[src/rtl/approx_series.sv]
// approx_series: iterative truncated geometric series 1/(1-x) or 1/(1+x).
// Sums N terms of x^n (mode 0) or (-x)^n (mode 1) in signed fixed point.
// Optional feature: define APPROX_SAT_EN to clamp the result to DW+1 bits
// and flag the clamp on ovf_o; otherwise the result wraps and ovf_o is 0.
module approx_series #(
    parameter int unsigned DW   = 16,
    parameter int unsigned FRAC = 12,
    parameter int unsigned NW   = 3
) (
    input  logic                 clk,
    input  logic                 rst,
    input  logic                 start_i,
    input  logic signed [DW-1:0] x_i,
    input  logic [NW-1:0]        nIt_i,
    input  logic                 mode_i,
    input  logic                 abort_i,
    output logic                 busy_o,
    output logic                 valid_o,
    output logic signed [DW:0]   y_o,
    output logic                 ovf_o
);

    localparam int unsigned AW = 2 * DW + 2;
    localparam int unsigned PW = AW + DW;
    localparam logic signed [AW-1:0] ONE   = AW'(1) << FRAC;
    localparam logic signed [AW-1:0] Y_MAX = (AW'(1) << DW) - AW'(1);
    localparam logic signed [AW-1:0] Y_MIN = ~Y_MAX;

    typedef enum logic [1:0] {IDLE, CALC, DONE} state_t;

    state_t               state_q, state_d;
    logic signed [DW-1:0] x_q;
    logic                 mode_q;
    logic [NW-1:0]        n_q;
    logic [NW-1:0]        cnt_q;
    logic signed [AW-1:0] term_q;
    logic signed [AW-1:0] acc_q;

    logic                 start_acc_c;
    logic                 calc_run_c;
    logic signed [PW-1:0] prod_c;
    logic signed [AW-1:0] term_nxt_c;

    // Start is honoured outside CALC; a CALC cycle progresses unless aborted
    assign start_acc_c = start_i && (state_q != CALC);
    assign calc_run_c  = (state_q == CALC) && !abort_i;

    // Next series term: floor(term*x / 2^FRAC), negated for the alternating series
    always_comb begin
        prod_c     = PW'(term_q) * PW'(x_q);
        term_nxt_c = AW'(prod_c >>> FRAC);
        if (mode_q) begin
            term_nxt_c = -term_nxt_c;
        end
    end

    // State register
    always_ff @(posedge clk) begin
        if (rst) begin
            state_q <= IDLE;
        end else begin
            state_q <= state_d;
        end
    end

    // Next-state logic; abort beats completion, DONE lasts one cycle
    always_comb begin
        state_d = state_q;
        unique case (state_q)
            IDLE: if (start_acc_c) state_d = CALC;
            CALC: begin
                if (abort_i) begin
                    state_d = IDLE;
                end else if (cnt_q >= n_q) begin
                    state_d = DONE;
                end
            end
            DONE: state_d = start_acc_c ? CALC : IDLE;
            default: state_d = IDLE;
        endcase
    end

    // Status outputs decoded from the state register
    always_comb begin
        busy_o  = 1'b0;
        valid_o = 1'b0;
        unique case (state_q)
            CALC:    busy_o  = 1'b1;
            DONE:    valid_o = 1'b1;
            default: ;
        endcase
    end

    // Operand capture and series accumulation
    always_ff @(posedge clk) begin
        if (rst) begin
            x_q    <= '0;
            mode_q <= 1'b0;
            n_q    <= '0;
            cnt_q  <= '0;
            term_q <= '0;
            acc_q  <= '0;
        end else if (start_acc_c) begin
            x_q    <= x_i;
            mode_q <= mode_i;
            n_q    <= (nIt_i == '0) ? NW'(1) : nIt_i;
            cnt_q  <= NW'(1);
            term_q <= ONE;
            acc_q  <= ONE;
        end else if (calc_run_c && (cnt_q < n_q)) begin
            term_q <= term_nxt_c;
            acc_q  <= acc_q + term_nxt_c;
            cnt_q  <= cnt_q + NW'(1);
        end
    end

`ifdef APPROX_SAT_EN
    // Result register with clamping to the DW+1 bit signed range
    always_ff @(posedge clk) begin
        if (rst) begin
            y_o   <= '0;
            ovf_o <= 1'b0;
        end else if (calc_run_c && (cnt_q >= n_q)) begin
            if (acc_q > Y_MAX) begin
                y_o   <= Y_MAX[DW:0];
                ovf_o <= 1'b1;
            end else if (acc_q < Y_MIN) begin
                y_o   <= Y_MIN[DW:0];
                ovf_o <= 1'b1;
            end else begin
                y_o   <= acc_q[DW:0];
                ovf_o <= 1'b0;
            end
        end
    end
`else
    // Result register with two's-complement wrap; no overflow reporting
    always_ff @(posedge clk) begin
        if (rst) begin
            y_o <= '0;
        end else if (calc_run_c && (cnt_q >= n_q)) begin
            y_o <= acc_q[DW:0];
        end
    end

    assign ovf_o = 1'b0;
`endif

endmodule
[config.mk]
export PLATFORM = sky130hd
export DESIGN_NAME = approx_series
export DESIGN_NICKNAME = d
export VERILOG_FILES = /design/src/rtl/approx_series.sv
export SDC_FILE = /design/constraint.sdc
export NUM_CORES = 2
export LEC_CHECK = 0
export BUFFER_PORTS_ARGS = -buffer_cell sky130_fd_sc_hd__buf_2
export CORE_UTILIZATION = 35
export DETAILED_ROUTE_END_ITERATION = 12
export PLACE_DENSITY_LB_ADDON = 0.25
export SYNTH_ARGS = -nofsm -noshare
export SYNTH_HDL_FRONTEND = slang
export SYNTH_SLANG_ARGS = --single-unit
[constraint.sdc]
create_clock -name clk -period 13.1 [get_ports clk]
set_input_delay 0.655 -clock clk [delete_from_list [all_inputs] [get_ports clk]]
set_output_delay 0.655 -clock clk [all_outputs]
set_load 0.03 [all_outputs]
Word-level counts from Yosys, hierarchy flattened:

Cells that the tools add are included.

* register bits after elaboration: 110
* ROM bits: 0
* input bits: 24
* memory bits (writable): 0
* output and inout bits: 20
* bits in latches: 0
* memories kept: 0

* multipliers: 1
* add/sub/neg operators: 3
* mux-type cells: 15
* divide/modulo/power cells: 0
* reductions and logical operators: 10
* equal/unequal tests: 5
* bitwise gates (word level): 0
* shift operators: 0
* magnitude comparators: 2

Operators with widths (number)
* 2-to-1 mux 13 bit: 4
* multiplier 34 x 16 -> 46 bit: 1
* adder 34 bit: 1
* 2-to-1 mux 34 bit: 1
* negation 34 bit: 1
* 2-to-1 mux 2 bit: 3
* one-hot mux 2 bit (3 select lines): 1
* 2-to-1 mux 1 bit: 5
* logical AND 1 bit: 4
* adder 3 x 1 -> 3 bit (second input constant): 1
* greater-or-equal comparator 3 bit: 1
* zero test 3 bit: 1
* < comparator 3 bit: 1
* 2-to-1 mux 3 bit: 1
* != test 3 x 2 -> 1 bit (second input constant): 1
* == test 2 x 1 -> 1 bit (second input constant): 1
* == test 2 bit (second input constant): 1
* zero test 2 bit: 1
* != test 2 x 1 -> 1 bit (second input constant): 1
* != test 2 bit (second input constant): 1
* AND reduction 2 bit: 1
* nonzero test 2 bit: 1
* OR reduction 2 bit: 1
* zero test 1 bit: 1

Logic depth before layout (Yosys ltp):

* word-level depth: 6
* depth in mapped cells: 36
* depth with buffers taken out: 34

Worst setup path after synthesis:

No wires, ideal clock.

* kind: reg2reg
* start: register x_q[2]
* end: register acc_q[16]
* library setup time: 0.070 ns
* path buffers: 2
* arrival: 7.865 ns
* cell stages (with the launch flop): 31
* path slack: 5.165 ns
* cells stage by stage: dfxtp_1 -> clkbuf_1 -> clkbuf_1 -> nand2_1 -> fa_1 -> fa_1 -> fa_1 -> fa_1 -> inv_1 -> fa_1 -> fa_1 -> ha_1 -> a21oi_1 -> o21ai_1 -> mux2_2 -> nor4_1 -> o21ai_0 -> xnor2_1 -> ha_1 -> inv_1 -> o21bai_1 -> a21o_1 -> a21o_1 -> a21oi_1 -> o21ai_0 -> or3_1 -> nand2_1 -> o21ai_0 -> xnor2_1 -> or3_1 -> a21oi_1

* word-level cells in the longest chain between the ends: 4

RTL lines
* from (decl): line 32 `logic signed [DW-1:0] x_q;`
* from (signal assigned): line 104 `x_q <= x_i;`
* multiplier 34 x 16 -> 46 bit (*): line 50 `prod_c = PW'(term_q) * PW'(x_q);`
* negation 34 bit: line 53 `term_nxt_c = -term_nxt_c;`
* 2-to-1 mux 34 bit (*): line 52 `if (mode_q) begin`
* via term_nxt_c[3]: line 42 `logic signed [AW-1:0] term_nxt_c;`
* adder 34 bit (*): line 112 `acc_q <= acc_q + term_nxt_c;`
* to (signal assigned): line 112
* to (decl): line 37 `logic signed [AW-1:0] acc_q;`

The timed path passes the listed nets; every way through them passes the cells marked *.
A chain may end at the register's enable or synchronous reset.

Final worst setup path:

* start: register term_q[10]
* end: register acc_q[16]

* word-level cells in the longest chain between the ends: 4

RTL lines
* from (decl): line 36 `logic signed [AW-1:0] term_q;`
* from (signal assigned): line 111 `term_q <= term_nxt_c;`
* multiplier 34 x 16 -> 46 bit (*): line 50
* negation 34 bit: line 53
* 2-to-1 mux 34 bit (*): line 52
* via term_nxt_c[3]: line 42
* adder 34 bit (*): line 112

Marked as above.

==> results_dict.tcl <==
set metrics [dict create \
    timing.critical_path.arrival_ns 9.49 \
    synth_most_common_cell "inv_1" \
    overall_die_area_um2 65400 \
    timing.critical_path.from "term_q[10]" \
    rrSetupSlack_ns 3.87 \
    fin_crit_ns 9.23 \
    num_io_pins 44 \
    critical_path.n_buffers_inverters 2 \
    start_util_pct 35.6 \
    seq_area_frac_synth_pct 8.26 \
    fin_util_pct 37.6 \
    first_global_vias 18625 \
    h_tree_levels 3 \
    largest_net_degree_at_the_start_of_global_routing 72 \
    clkSlewWorstSetupHoldPaths_ns 0.07 \
    critical_path_depth 28 \
    run_status "finished, final reports clean" \
    async_reset_ff_share_pct 0 \
    placeableCoreArea_um2 63300 \
    post_synth_num_cell_types 76 \
    crit-reg2reg-capture "acc_q[16]" \
    number_of_max_slew_violations_in_the_final_report 0 \
    worst_pin_slew_ns 1.15 \
    synth_largest_type_area_fraction_pct 42.7 \
    dieHeight_um 256 \
    static_leakage_nw 10.3 \
    antenna_violating_nets_post_route 0 \
    hold_ws_ns 0.455 \
    maxcap_viol_count 0 \
    ys_warn_count 0 \
    floorplan.die.width_um 256 \
    dp.final_hpwl_mm 48.6 \
    critical_path.reg2reg.startpoint "term_q[10]" \
    cts-buffers-inserted 9 \
    setup_tns_ns 0 \
    first_pass_grt_wire_length_mm 105 \
    dr_total_vias 17172 \
    timing.critical_path.slowest_stage_cell "dfxtp_1" \
    endpoint_kind "flip-flop" \
    worstSetupEndpoint "acc_q[16]" \
    design.final.nets 3200 \
    worst_skew_pair_later_pin_latency_ns 0.35 \
    synth_common_cells "inv_1 (500), fa_1 (481), nand2_1 (419)" \
    synth-seq-cells 93 \
    cts.repair.resized 0 \
    worstPathMaxFanout 17 \
    antenna_found_initial 3 \
    cts_root_buf "clkbuf_16" \
    slew_headroom_pct 23.6 \
    post_drt_wl_per_cell_um 19.1 \
    std_cell_rows 92 \
    ctsLongestPathBuffers 2 \
    rsz0062_at_grt "false" \
    global_route.overflow_total 0 \
    place.gp.congestion 0.881 \
    netlist_instances 2612 \
    number_of_hold_buffers_added_after_cts 0 \
    drc_errors 0 \
    synth.top_cells.by_area "fa_1 (43%), inv_1 (8.3%), dfxtp_1 (8.3%)" \
    critical_path.startpoint_type "flip-flop" \
    sink_count_of_the_clock_tree 93 \
    drt_pre_antenna_iters 5 \
    timing.final.crit_share_pct 70.4 \
    synth_fp_nets 3250 \
    synthesis.area_um2 22500 \
    synth-edff-count 0 \
    skew_ns 0.0179 \
    worst_path_dominant_cell_family "adder cells" \
    totalWireLength_mm 65.2 \
    post-cts-setup-buffers 0 \
    viasPerCell 5.03 \
    power.density_cell_area_nw_per_um2 38.1 \
    drt_iter0_markers 998 \
    setup_viol 0 \
    reg2reg_depth 28 \
    max_freq_ghz 0.108 \
    syn2layout_area_growth_pct 5.79 \
    cts_tree "yes" \
    setup.worst_path.class "reg2reg" \
    final-hold-violation-count 0 \
    min_path_type "reg2reg" \
    worst_ir_drop_vdd_mv 0.0651 \
    required_time_of_the_critical_path_ns 13.36 \
    gr-usage-all-layers_pct 20.6 \
    hold_path.startpoint "x_q[6]" \
    synth-main-ff-cell "dfxtp_1" \
    portBuffers 42 \
    drive_gt1_share_pct 4.67 \
    synth_area_per_cell_um2 8.62 \
    netlist.top_cell.by_area "fa_1" \
    critical_path.most_common_cell "fa_1" \
    slowest_delay_ns 1.04 \
]
through the flow:
| step | total power (W) | instance area [um^2] | instances | setup WS [ns] |
|---|---|---|---|---|
| 3_3_place_gp | 0.000646 | 23500 | 3397 | 4.02 |
| 5_1_grt | 0.000963 | 23800 | 3415 | 3.46 |
| 6_report | 0.000908 | 23800 | 3415 | 3.87 |
| 2_1_floorplan | 0.000538 | 22500 | 2612 | 5.17 |
| 3_5_place_dp | 0.000649 | 23500 | 3397 | 4.00 |
| 4_1_cts | 0.000917 | 23800 | 3413 | 3.94 |
sequential cells by signal, summed over array words and instances, names as in the netlist:
register  flops
n_q           3
x_q          16
term_q       34
cnt_q         3
state_q       2
acc_q        17
mode_q        1
y_o          17
layer usage:
metal	track usage (%)	up-vias	share of wire, %	wire [um]
li1	-	7770	-	-
met1	26.8	8816	42	27400
met2	35.4	490	49	32100
met3	2.66	96	5.5	3560
met4	6.19	0	3.2	2080
met5	0	-	0	0
placed cells by master (no fill, tap or decap), drive strengths merged, types with 15 or more instances in the layout:
cell,Yosys,final
inv,500,504
fa,481,481
nand2,419,419
and2,226,226
ha,133,133
a21oi,105,105
nor2,103,103
dfxtp,93,93
buf,6,78
xnor2,61,61
o21ai,56,56
nor3,33,33
nand2b,30,30
xor2,29,29
a21o,25,25
mux2i,19,19
a211oi,17,17
nand3,15,15
layout make-up:
class	count	area, um^2
inverter	501	1880
clock buffer	10	239
antenna	2	5.00
timing repair buffer	78	480
sequential	93	1860
multi-input combinational	1879	18300
fill	6511	39500
clock inverter	6	51.3
tap	846	1060
tightest hold or removal path, cell delays in order, from the launching register on:
cell	delay (ns)
dfxtp_1	0.31
nand2_1	0.05
a21oi_1	0.05
power by group:
group | total (W) | internal, W | switching, W
combinational | 0.000341 | 0.000117 | 0.000224
sequential | 0.000305 | 0.000290 | 0.0000154
clock | 0.000262 | 0.000138 | 0.000124
kinds of logic after synthesis:
logic type | after synthesis | share of synthesized area, %
AO/OA/AOI/OAI | 265 | 7.51
XOR/XNOR | 90 | 3.50
adder cells (fa/ha/maj) | 614 | 50.1
buffers and inverters | 640 | 10.7
flip-flops | 93 | 8.26
multiplexers | 21 | 0.944
other | 1 | 0.0166
AND/OR/NAND/NOR | 888 | 18.9
worst min path at each step:
stage                  end  slack [ns]  cells past startpoint
floorplan           n_q[1]        0.44                      2
global placement    x_q[6]        0.44                      2
detailed placement  x_q[6]        0.45                      2
CTS                 x_q[6]        0.46                      2
global route        n_q[1]        0.48                      2
finish              x_q[6]        0.45                      2
No activity file was read; power rests on OpenSTA's default activity.
